File: src/rtl/histogram_equalizer.sv
`timescale 1ns/1ps
// histogram_equalizer: in-place histogram equalization of the image held in image RAM.
// For each pixel in raster order: read the pixel, look up its CDF word, divide
// (cdf - CDF_min) * (2^PIXEL_WIDTH - 1) by (N - CDF_min) with a restoring divider,
// then write the equalized value back to the same address.
// Ports:
//   clk, rst (sync, active high)         - clock / reset
//   start, CDF_min                       - pass trigger and minimum non-zero CDF
//   image_RAM_* (address/data/CE/WE)     - pixel read and write-back port
//   histogram_RAM_* (address/data/CE/WE) - CDF lookup port (WE tied low)
//   busy, done                           - pass in progress / last pixel written pulse
module histogram_equalizer #(
  parameter int unsigned IMAGE_WIDTH              = 320,
  parameter int unsigned IMAGE_HEIGHT             = 240,
  parameter int unsigned PIXEL_WIDTH              = 8,
  parameter int unsigned IMAGE_RAM_ADDRESS_WIDTH  = $clog2(IMAGE_WIDTH * IMAGE_HEIGHT),
  parameter int unsigned HISTOGRAM_RAM_DATA_WIDTH = $clog2(IMAGE_WIDTH * IMAGE_HEIGHT)
) (
  input  logic                                clk,
  input  logic                                rst,
  input  logic                                start,
  input  logic [HISTOGRAM_RAM_DATA_WIDTH-1:0] CDF_min,
  output logic [IMAGE_RAM_ADDRESS_WIDTH-1:0]  image_RAM_address,
  input  logic [PIXEL_WIDTH-1:0]              image_RAM_data_input,
  output logic [PIXEL_WIDTH-1:0]              image_RAM_data_output,
  output logic                                image_RAM_CE,
  output logic                                image_RAM_WE,
  output logic [PIXEL_WIDTH-1:0]              histogram_RAM_address,
  input  logic [HISTOGRAM_RAM_DATA_WIDTH-1:0] histogram_RAM_data_input,
  output logic                                histogram_RAM_CE,
  output logic                                histogram_RAM_WE,
  output logic                                busy,
  output logic                                done
);

  localparam int unsigned PW   = PIXEL_WIDTH;
  localparam int unsigned AW   = IMAGE_RAM_ADDRESS_WIDTH;
  localparam int unsigned HW   = HISTOGRAM_RAM_DATA_WIDTH;
  localparam int unsigned NW   = HW + PW;            // numerator / remainder width
  localparam int unsigned DW   = HW + 1;             // divisor width, holds N without wrap
  localparam int unsigned CW   = $clog2(PW + 1);
  localparam int unsigned NPIX = IMAGE_WIDTH * IMAGE_HEIGHT;
  localparam int unsigned MAXV = (1 << PW) - 1;

  typedef enum logic [2:0] {
    S_IDLE, S_RD_PIX, S_LAT_PIX, S_RD_CDF, S_LAT_CDF, S_DIV, S_WR, S_DONE
  } state_e;

  state_e         state_q, state_d;
  logic [AW-1:0]  idx_q, idx_d;
  logic [HW-1:0]  cdf_min_q, cdf_min_d;
  logic [PW-1:0]  pix_q, pix_d;
  logic [NW-1:0]  rem_q, rem_d;
  logic [NW-1:0]  dsh_q, dsh_d;      // divisor aligned to the quotient bit under test
  logic [PW-1:0]  quo_q, quo_d;
  logic [CW-1:0]  cnt_q, cnt_d;
  logic           below_q, below_d;  // cdf < CDF_min: result forced to 0
  logic           pass_q, pass_d;    // divisor zero: pixel written back unchanged

  logic [AW-1:0]  img_addr_q, img_addr_d;
  logic [PW-1:0]  img_dout_q, img_dout_d;
  logic           img_ce_q, img_ce_d, img_we_q, img_we_d;
  logic [PW-1:0]  hist_addr_q, hist_addr_d;
  logic           hist_ce_q, hist_ce_d;
  logic           busy_q, busy_d, done_q, done_d;

  logic [DW-1:0]  divisor;
  logic [NW-1:0]  trial;
  logic           ge;

  // Next-state, datapath and registered-output decode
  always_comb begin
    state_d     = state_q;
    idx_d       = idx_q;
    cdf_min_d   = cdf_min_q;
    pix_d       = pix_q;
    rem_d       = rem_q;
    dsh_d       = dsh_q;
    quo_d       = quo_q;
    cnt_d       = cnt_q;
    below_d     = below_q;
    pass_d      = pass_q;
    img_addr_d  = img_addr_q;
    img_dout_d  = img_dout_q;
    hist_addr_d = hist_addr_q;

    divisor = DW'(NPIX) - {1'b0, cdf_min_q};
    trial   = rem_q - dsh_q;
    ge      = (rem_q >= dsh_q);

    case (state_q)
      S_IDLE: begin
        if (start) begin
          cdf_min_d = CDF_min;
          idx_d     = '0;
          state_d   = S_RD_PIX;
        end
      end
      S_RD_PIX:  state_d = S_LAT_PIX;
      S_LAT_PIX: begin
        pix_d   = image_RAM_data_input;
        state_d = S_RD_CDF;
      end
      S_RD_CDF:  state_d = S_LAT_CDF;
      S_LAT_CDF: begin
        below_d = (histogram_RAM_data_input < cdf_min_q);
        pass_d  = (divisor == '0);
        rem_d   = NW'(histogram_RAM_data_input - cdf_min_q) * NW'(MAXV);
        dsh_d   = NW'(divisor) << (PW - 1);
        quo_d   = '0;
        cnt_d   = '0;
        state_d = S_DIV;
      end
      S_DIV: begin
        // One restoring step per cycle, quotient MSB first
        quo_d = PW'({quo_q, ge});
        if (ge) rem_d = trial;
        dsh_d = dsh_q >> 1;
        cnt_d = cnt_q + CW'(1);
        if (cnt_q == CW'(PW - 1)) begin
          state_d    = S_WR;
          img_dout_d = below_q ? '0 : (pass_q ? pix_q : quo_d);
        end
      end
      S_WR: begin
        if (idx_q == AW'(NPIX - 1)) begin
          state_d = S_DONE;
        end else begin
          idx_d   = idx_q + AW'(1);
          state_d = S_RD_PIX;
        end
      end
      S_DONE:  state_d = S_IDLE;
      default: state_d = S_IDLE;
    endcase

    // Strobes follow the state being entered so they are registered yet in-phase
    img_ce_d  = (state_d == S_RD_PIX) || (state_d == S_WR);
    img_we_d  = (state_d == S_WR);
    hist_ce_d = (state_d == S_RD_CDF);
    busy_d    = (state_d != S_IDLE);
    done_d    = (state_d == S_DONE);
    if ((state_d == S_RD_PIX) || (state_d == S_WR)) img_addr_d = idx_d;
    if (state_d == S_RD_CDF) hist_addr_d = pix_d;
  end

  // State and output registers
  always_ff @(posedge clk) begin
    if (rst) begin
      state_q     <= S_IDLE;
      idx_q       <= '0;
      cdf_min_q   <= '0;
      pix_q       <= '0;
      rem_q       <= '0;
      dsh_q       <= '0;
      quo_q       <= '0;
      cnt_q       <= '0;
      below_q     <= 1'b0;
      pass_q      <= 1'b0;
      img_addr_q  <= '0;
      img_dout_q  <= '0;
      img_ce_q    <= 1'b0;
      img_we_q    <= 1'b0;
      hist_addr_q <= '0;
      hist_ce_q   <= 1'b0;
      busy_q      <= 1'b0;
      done_q      <= 1'b0;
    end else begin
      state_q     <= state_d;
      idx_q       <= idx_d;
      cdf_min_q   <= cdf_min_d;
      pix_q       <= pix_d;
      rem_q       <= rem_d;
      dsh_q       <= dsh_d;
      quo_q       <= quo_d;
      cnt_q       <= cnt_d;
      below_q     <= below_d;
      pass_q      <= pass_d;
      img_addr_q  <= img_addr_d;
      img_dout_q  <= img_dout_d;
      img_ce_q    <= img_ce_d;
      img_we_q    <= img_we_d;
      hist_addr_q <= hist_addr_d;
      hist_ce_q   <= hist_ce_d;
      busy_q      <= busy_d;
      done_q      <= done_d;
    end
  end

  assign image_RAM_address     = img_addr_q;
  assign image_RAM_data_output = img_dout_q;
  assign image_RAM_CE          = img_ce_q;
  assign image_RAM_WE          = img_we_q;
  assign histogram_RAM_address = hist_addr_q;
  assign histogram_RAM_CE      = hist_ce_q;
  assign histogram_RAM_WE      = 1'b0;
  assign busy                  = busy_q;
  assign done                  = done_q;

endmodule

File: config.mk
export PLATFORM = sky130hd
export DESIGN_NAME = histogram_equalizer
export DESIGN_NICKNAME = d
export VERILOG_FILES = /design/src/rtl/histogram_equalizer.sv
export SDC_FILE = /design/constraint.sdc
export NUM_CORES = 1
export LEC_CHECK = 0
export ABC_AREA = 1
export CAP_MARGIN = 20
export CORE_ASPECT_RATIO = 0.75
export CORE_MARGIN = 2
export CORE_UTILIZATION = 45
export CTS_BUF_LIST = sky130_fd_sc_hd__clkbuf_8
export CTS_CLUSTER_SIZE = 25
export DETAILED_ROUTE_END_ITERATION = 10
export PLACE_DENSITY_LB_ADDON = 0.08
export SLEW_MARGIN = 30
export SYNTH_ARGS = -nofsm -noshare
export SYNTH_HDL_FRONTEND = slang
export SYNTH_SLANG_ARGS = --single-unit
File: constraint.sdc
create_clock -name clk -period 16.2 [get_ports clk]
set_clock_uncertainty 0.2 [all_clocks]
set_input_delay 4.86 -clock clk [delete_from_list [all_inputs] [get_ports clk]]
set_output_delay 4.86 -clock clk [all_outputs]
set_load 0.05 [all_outputs]
==> load_flow_metrics.sql <==
INSERT INTO impl_metrics (metric_group, metric, value, unit) VALUES
('status', 'outcome', 'completed', ''),
('timing', 'rsz0062_at_grt', 'no', ''),
('yosys', 'postSynthAreaPerCell', '7.134', 'um^2'),
('clock_network', 'tritoncts', 'done', ''),
('global_routing', 'grt_first_pass_wirelength', '53.00', 'mm'),
('global_routing', 'grt.total_usage', '22.93', '%'),
('yosys', 'synth.most_common_cell', 'nand2_1', ''),
('yosys', 'synth_top_cells_by_area', 'dfxtp_1 24%, fa_1 12%, nand2_1 11%, inv_1 9.1%, ha_1 8.9%', ''),
('drt', 'drc', '0', ''),
('clock_network', 'path_clk_slew', '0.09', 'ns'),
('finish', 'layout_cells_sized_above_1', '6.641', '%'),
('drt', 'avgViaCountPerCell', '5.138', ''),
('place', 'finalWeightedCongestion', '0.9735', ''),
('yosys', 'synthCells', '1720', ''),
('timing', 'clock.fmax', '90.30', 'MHz'),
('yosys', 'yosys.area.top_type', 'dfxtp_1', ''),
('worst_setup_path', 'critical-path-top-cell-by-count', 'nand2_1', ''),
('yosys', 'synth_cell_type_count', '61', ''),
('clock_network', 'clk_path_buf_depth', '2', ''),
('timing', 'timing.final.setup_violations', '0', ''),
('yosys', 'syn-cell-area', '12270', 'um^2'),
('clock_network', 'clock_tree.root_cell', 'clkbuf_8', ''),
('clock_network', 'clock_sink_count', '146', ''),
('drt', 'first_pass_iters', '5', ''),
('place', 'port_buffers', '82', ''),
('finish', 'finalNetCount', '1987', ''),
('yosys', 'synth-main-ff-cell', 'dfxtp_1', ''),
('timing', 'hold_viol', '0', ''),
('global_routing', 'grtUsageMet2', '33.39', '%'),
('clock_network', 'clk_latency', '0.46', 'ns'),
('clock_network', 'post_cts_hold_buffer_count', '0', ''),
('drt', 'via_count', '11010', ''),
('clock_network', 'numCtsBuffers', '17', ''),
('finish', 'synthToLayoutAreaGrowth', '12.43', '%'),
('drt', 'detailed_route_wire_length_per_cell', '14.86', 'um'),
('timing', 'timing_worst_slew_pin_value', '0.8231', 'ns'),
('timing', 'slew-limit-headroom', '45.12', '%'),
('yosys', 'synthTopCellsByCount', '367 x nand2_1, 299 x inv_1, 158 x a21oi_1', ''),
('worst_setup_path', 'timing.critical_path.fanout_max', '5', ''),
('global_routing', 'largest_net_degree_at_the_start_of_global_routing', '60', ''),
('timing', 'shortest_clock_period_the_worst_path_allows_after_layout', '11.07', 'ns'),
('yosys', 'yosys_reg_bits', '146', ''),
('floorplan', 'die-height', '147.0', 'um'),
('drt', 'drt_iter0_markers', '783', ''),
('drt', 'finalWirelength', '31.84', 'mm'),
('finish', 'fill_cells', '2707', ''),
('yosys', 'edff_count_synth', '0', ''),
('worst_setup_path', 'crit_path_max_incr_delay', '0.53', 'ns'),
('place', 'hpwlAfterDp', '25.21', 'mm'),
('floorplan', 'core_area', '26870', 'um^2'),
('finish', 'diodes', '0', ''),
('floorplan', 'die-width', '194.7', 'um'),
('yosys', 'register_area_share_after_synthesis', '23.82', '%'),
('global_routing', 'antenna_found_initial', '0', ''),
('run', 'max-cap-violations', '0', ''),
('global_routing', 'routing_layer_with_the_top_usage_in_global_route', 'met1', ''),
('worst_setup_path', 'timing.critical_path.to_type', 'register', ''),
('clock_network', 'cts_resized', '0', ''),
('floorplan', 'design.portCount', '84', ''),
('yosys', 'yosys_warnings', '0', ''),
('yosys', 'async_reset_ff_share', '0', '%'),
('yosys', 'synth_largest_type_area_fraction', '23.82', '%'),
('global_routing', 'grt.met3_usage', '3.765', '%'),
('floorplan', 'start_util', '45.66', '%'),
('worst_setup_path', 'worstPathArrival', '11.27', 'ns'),
('min_path', 'holdCritPathClass', 'reg -> reg', ''),
('timing', 'timing.final.max_slew_violations', '0', ''),
('clock_network', 'cts.htree.levels', '4', ''),
('drt', 'drt_antenna_net_count', '0', ''),
('worst_setup_path', 'start_kind', 'primary input', ''),
('worst_setup_path', 'path_class', 'in -> reg', ''),
('worst_setup_path', 'timing.critical_path.slowest_stage_cell', 'fa_1', ''),
('worst_setup_path', 'required', '16.39', 'ns'),
('global_routing', 'grt_overflow', '0', ''),
('global_routing', 'grt_use_met1', '35.29', '%'),
('global_routing', 'via_count_of_the_first_global_routing_pass', '10450', ''),
('timing', 'fin_setup_tns', '0', 'ns'),
('yosys', 'synth_nets', '1928', ''),
('floorplan', 'area_of_the_die', '28620', 'um^2'),
('clock_network', 'post_cts_buffers', '0', ''),
('timing', 'final_min_period_over_clock_period', '68.36', '%'),
('floorplan', 'core.rowCount', '52', '');
## logic make-up (layout without fill, tap and decap cells)
| family | Yosys count | after routing | synth area share [%] |
|---|---|---|---|
| compound gates | 372 | 372 | 17.40 |
| simple gates | 621 | 621 | 22.03 |
| other cells | 1 | 1 | 0.03056 |
| mux | 2 | 2 | 0.2039 |
| fa+ha+maj | 163 | 163 | 21.27 |
| xor+xnor | 49 | 49 | 3.681 |
| buf+inv | 366 | 438 | 11.57 |
| flops | 146 | 146 | 23.82 |
## per-stage QoR
| step | cell area (um^2) | hold WS [ns] | std cells | util (%) | setup WS, ns |
|---|---|---|---|---|---|
| 2_1_floorplan | 12270 | 0.2409 | 1720 | - | 5.904 |
| 3_3_place_gp | 13340 | 0.2517 | 2111 | 49.66 | 4.831 |
| 3_5_place_dp | 13350 | 0.2532 | 2111 | 49.66 | 4.730 |
| 4_1_cts | 13800 | 0.2663 | 2143 | 51.34 | 5.232 |
| 5_1_grt | 13800 | 0.2764 | 2143 | 51.34 | 4.720 |
| 6_report | 13800 | 0.2638 | 2143 | 51.34 | 5.126 |
## routing by layer
metal	vias to the layer above	share of wire [%]
met5	-	0
met1	5103	54
met4	0	1.2
li1	5641	-
met2	236	40
met3	30	4.9
## sequential cells by signal (all words and copies together), names as in the netlist
register	count
pass_q	1
pix_q	8
quo_q	7
busy	1
dsh_q	25
done	1
state_q	3
image_RAM_data_output	8
cdf_min_q	17
below_q	1
rem_q	25
image_RAM_address	17
histogram_RAM_address	8
image_RAM_WE	1
image_RAM_CE	1
idx_q	17
histogram_RAM_CE	1
cnt_q	4
## worst max-delay path, delay by kind of cell
kind | cells | cell delay (ns)
AO/OA/AOI/OAI | 6 | 1.25
buffers and inverters | 8 | 0.80
adder cells (fa/ha/maj) | 7 | 2.77
AND/OR/NAND/NOR | 14 | 1.56
## worst paths after layout
path,from,slack [ns],end,cells after the start
worst max register to register,cdf_min_q[8],9.56,rem_q[24],30
worst min-delay path,image_RAM_data_output[6],0.26,image_RAM_data_output[6],2
worst max-delay path,histogram_RAM_data_input[0],5.13,rem_q[24],35
worst min register to register,image_RAM_data_output[6],0.26,image_RAM_data_output[6],2
## final cells by class
| type | instances | area, um^2 | share of cell area, % |
|---|---|---|---|
| inverter | 319 | 1200 | 8.698 |
| clock inverter | 12 | 175.2 | 1.270 |
| multi-input combinational | 1208 | 7930 | 57.48 |
| clock buffer | 20 | 275.3 | 1.995 |
| timing repair buffer | 87 | 853.3 | 6.185 |
| sequential | 146 | 2923 | 21.19 |
| tap | 351 | 439.2 | 3.183 |
## layout by cell type (no fill, tap or decap), types with 3 or more instances in the layout
| cell | synthesis | routed |
|---|---|---|
| dfxtp_1 | 146 | 146 |
| nor3_1 | 16 | 16 |
| bufinv_16 | 0 | 4 |
| o211a_1 | 9 | 9 |
| nand3_2 | 7 | 7 |
| o21ai_1 | 32 | 32 |
| fa_1 | 76 | 76 |
| xor2_2 | 3 | 3 |
| xor2_1 | 34 | 34 |
| nand4_1 | 17 | 17 |
| clkdlybuf4s50_1 | 0 | 81 |
| nor4_1 | 6 | 6 |
| ha_1 | 87 | 87 |
| a211oi_2 | 4 | 4 |
| nand2_2 | 11 | 12 |
| nand3b_1 | 4 | 4 |
| clkbuf_8 | 0 | 20 |
| inv_2 | 18 | 18 |
| a211oi_1 | 6 | 6 |
| o211ai_1 | 11 | 11 |
| a21oi_2 | 5 | 5 |
| xnor2_1 | 12 | 12 |
| o21bai_1 | 5 | 5 |
| inv_6 | 0 | 4 |
| nor2_1 | 103 | 103 |
| a31oi_1 | 21 | 21 |
| or2_2 | 12 | 12 |
| nor3_2 | 3 | 3 |
| nor2_2 | 6 | 6 |
| a21o_1 | 5 | 5 |
| inv_1 | 299 | 301 |
| nand2_1 | 367 | 366 |
| nand3_1 | 60 | 60 |
| o21ai_0 | 99 | 99 |
| a21oi_1 | 158 | 158 |
| buf_4 | 1 | 5 |
Power is left out: the tool's default activity adds up to more than one toggle a clock period on the data nets, which glitch-free logic cannot reach.
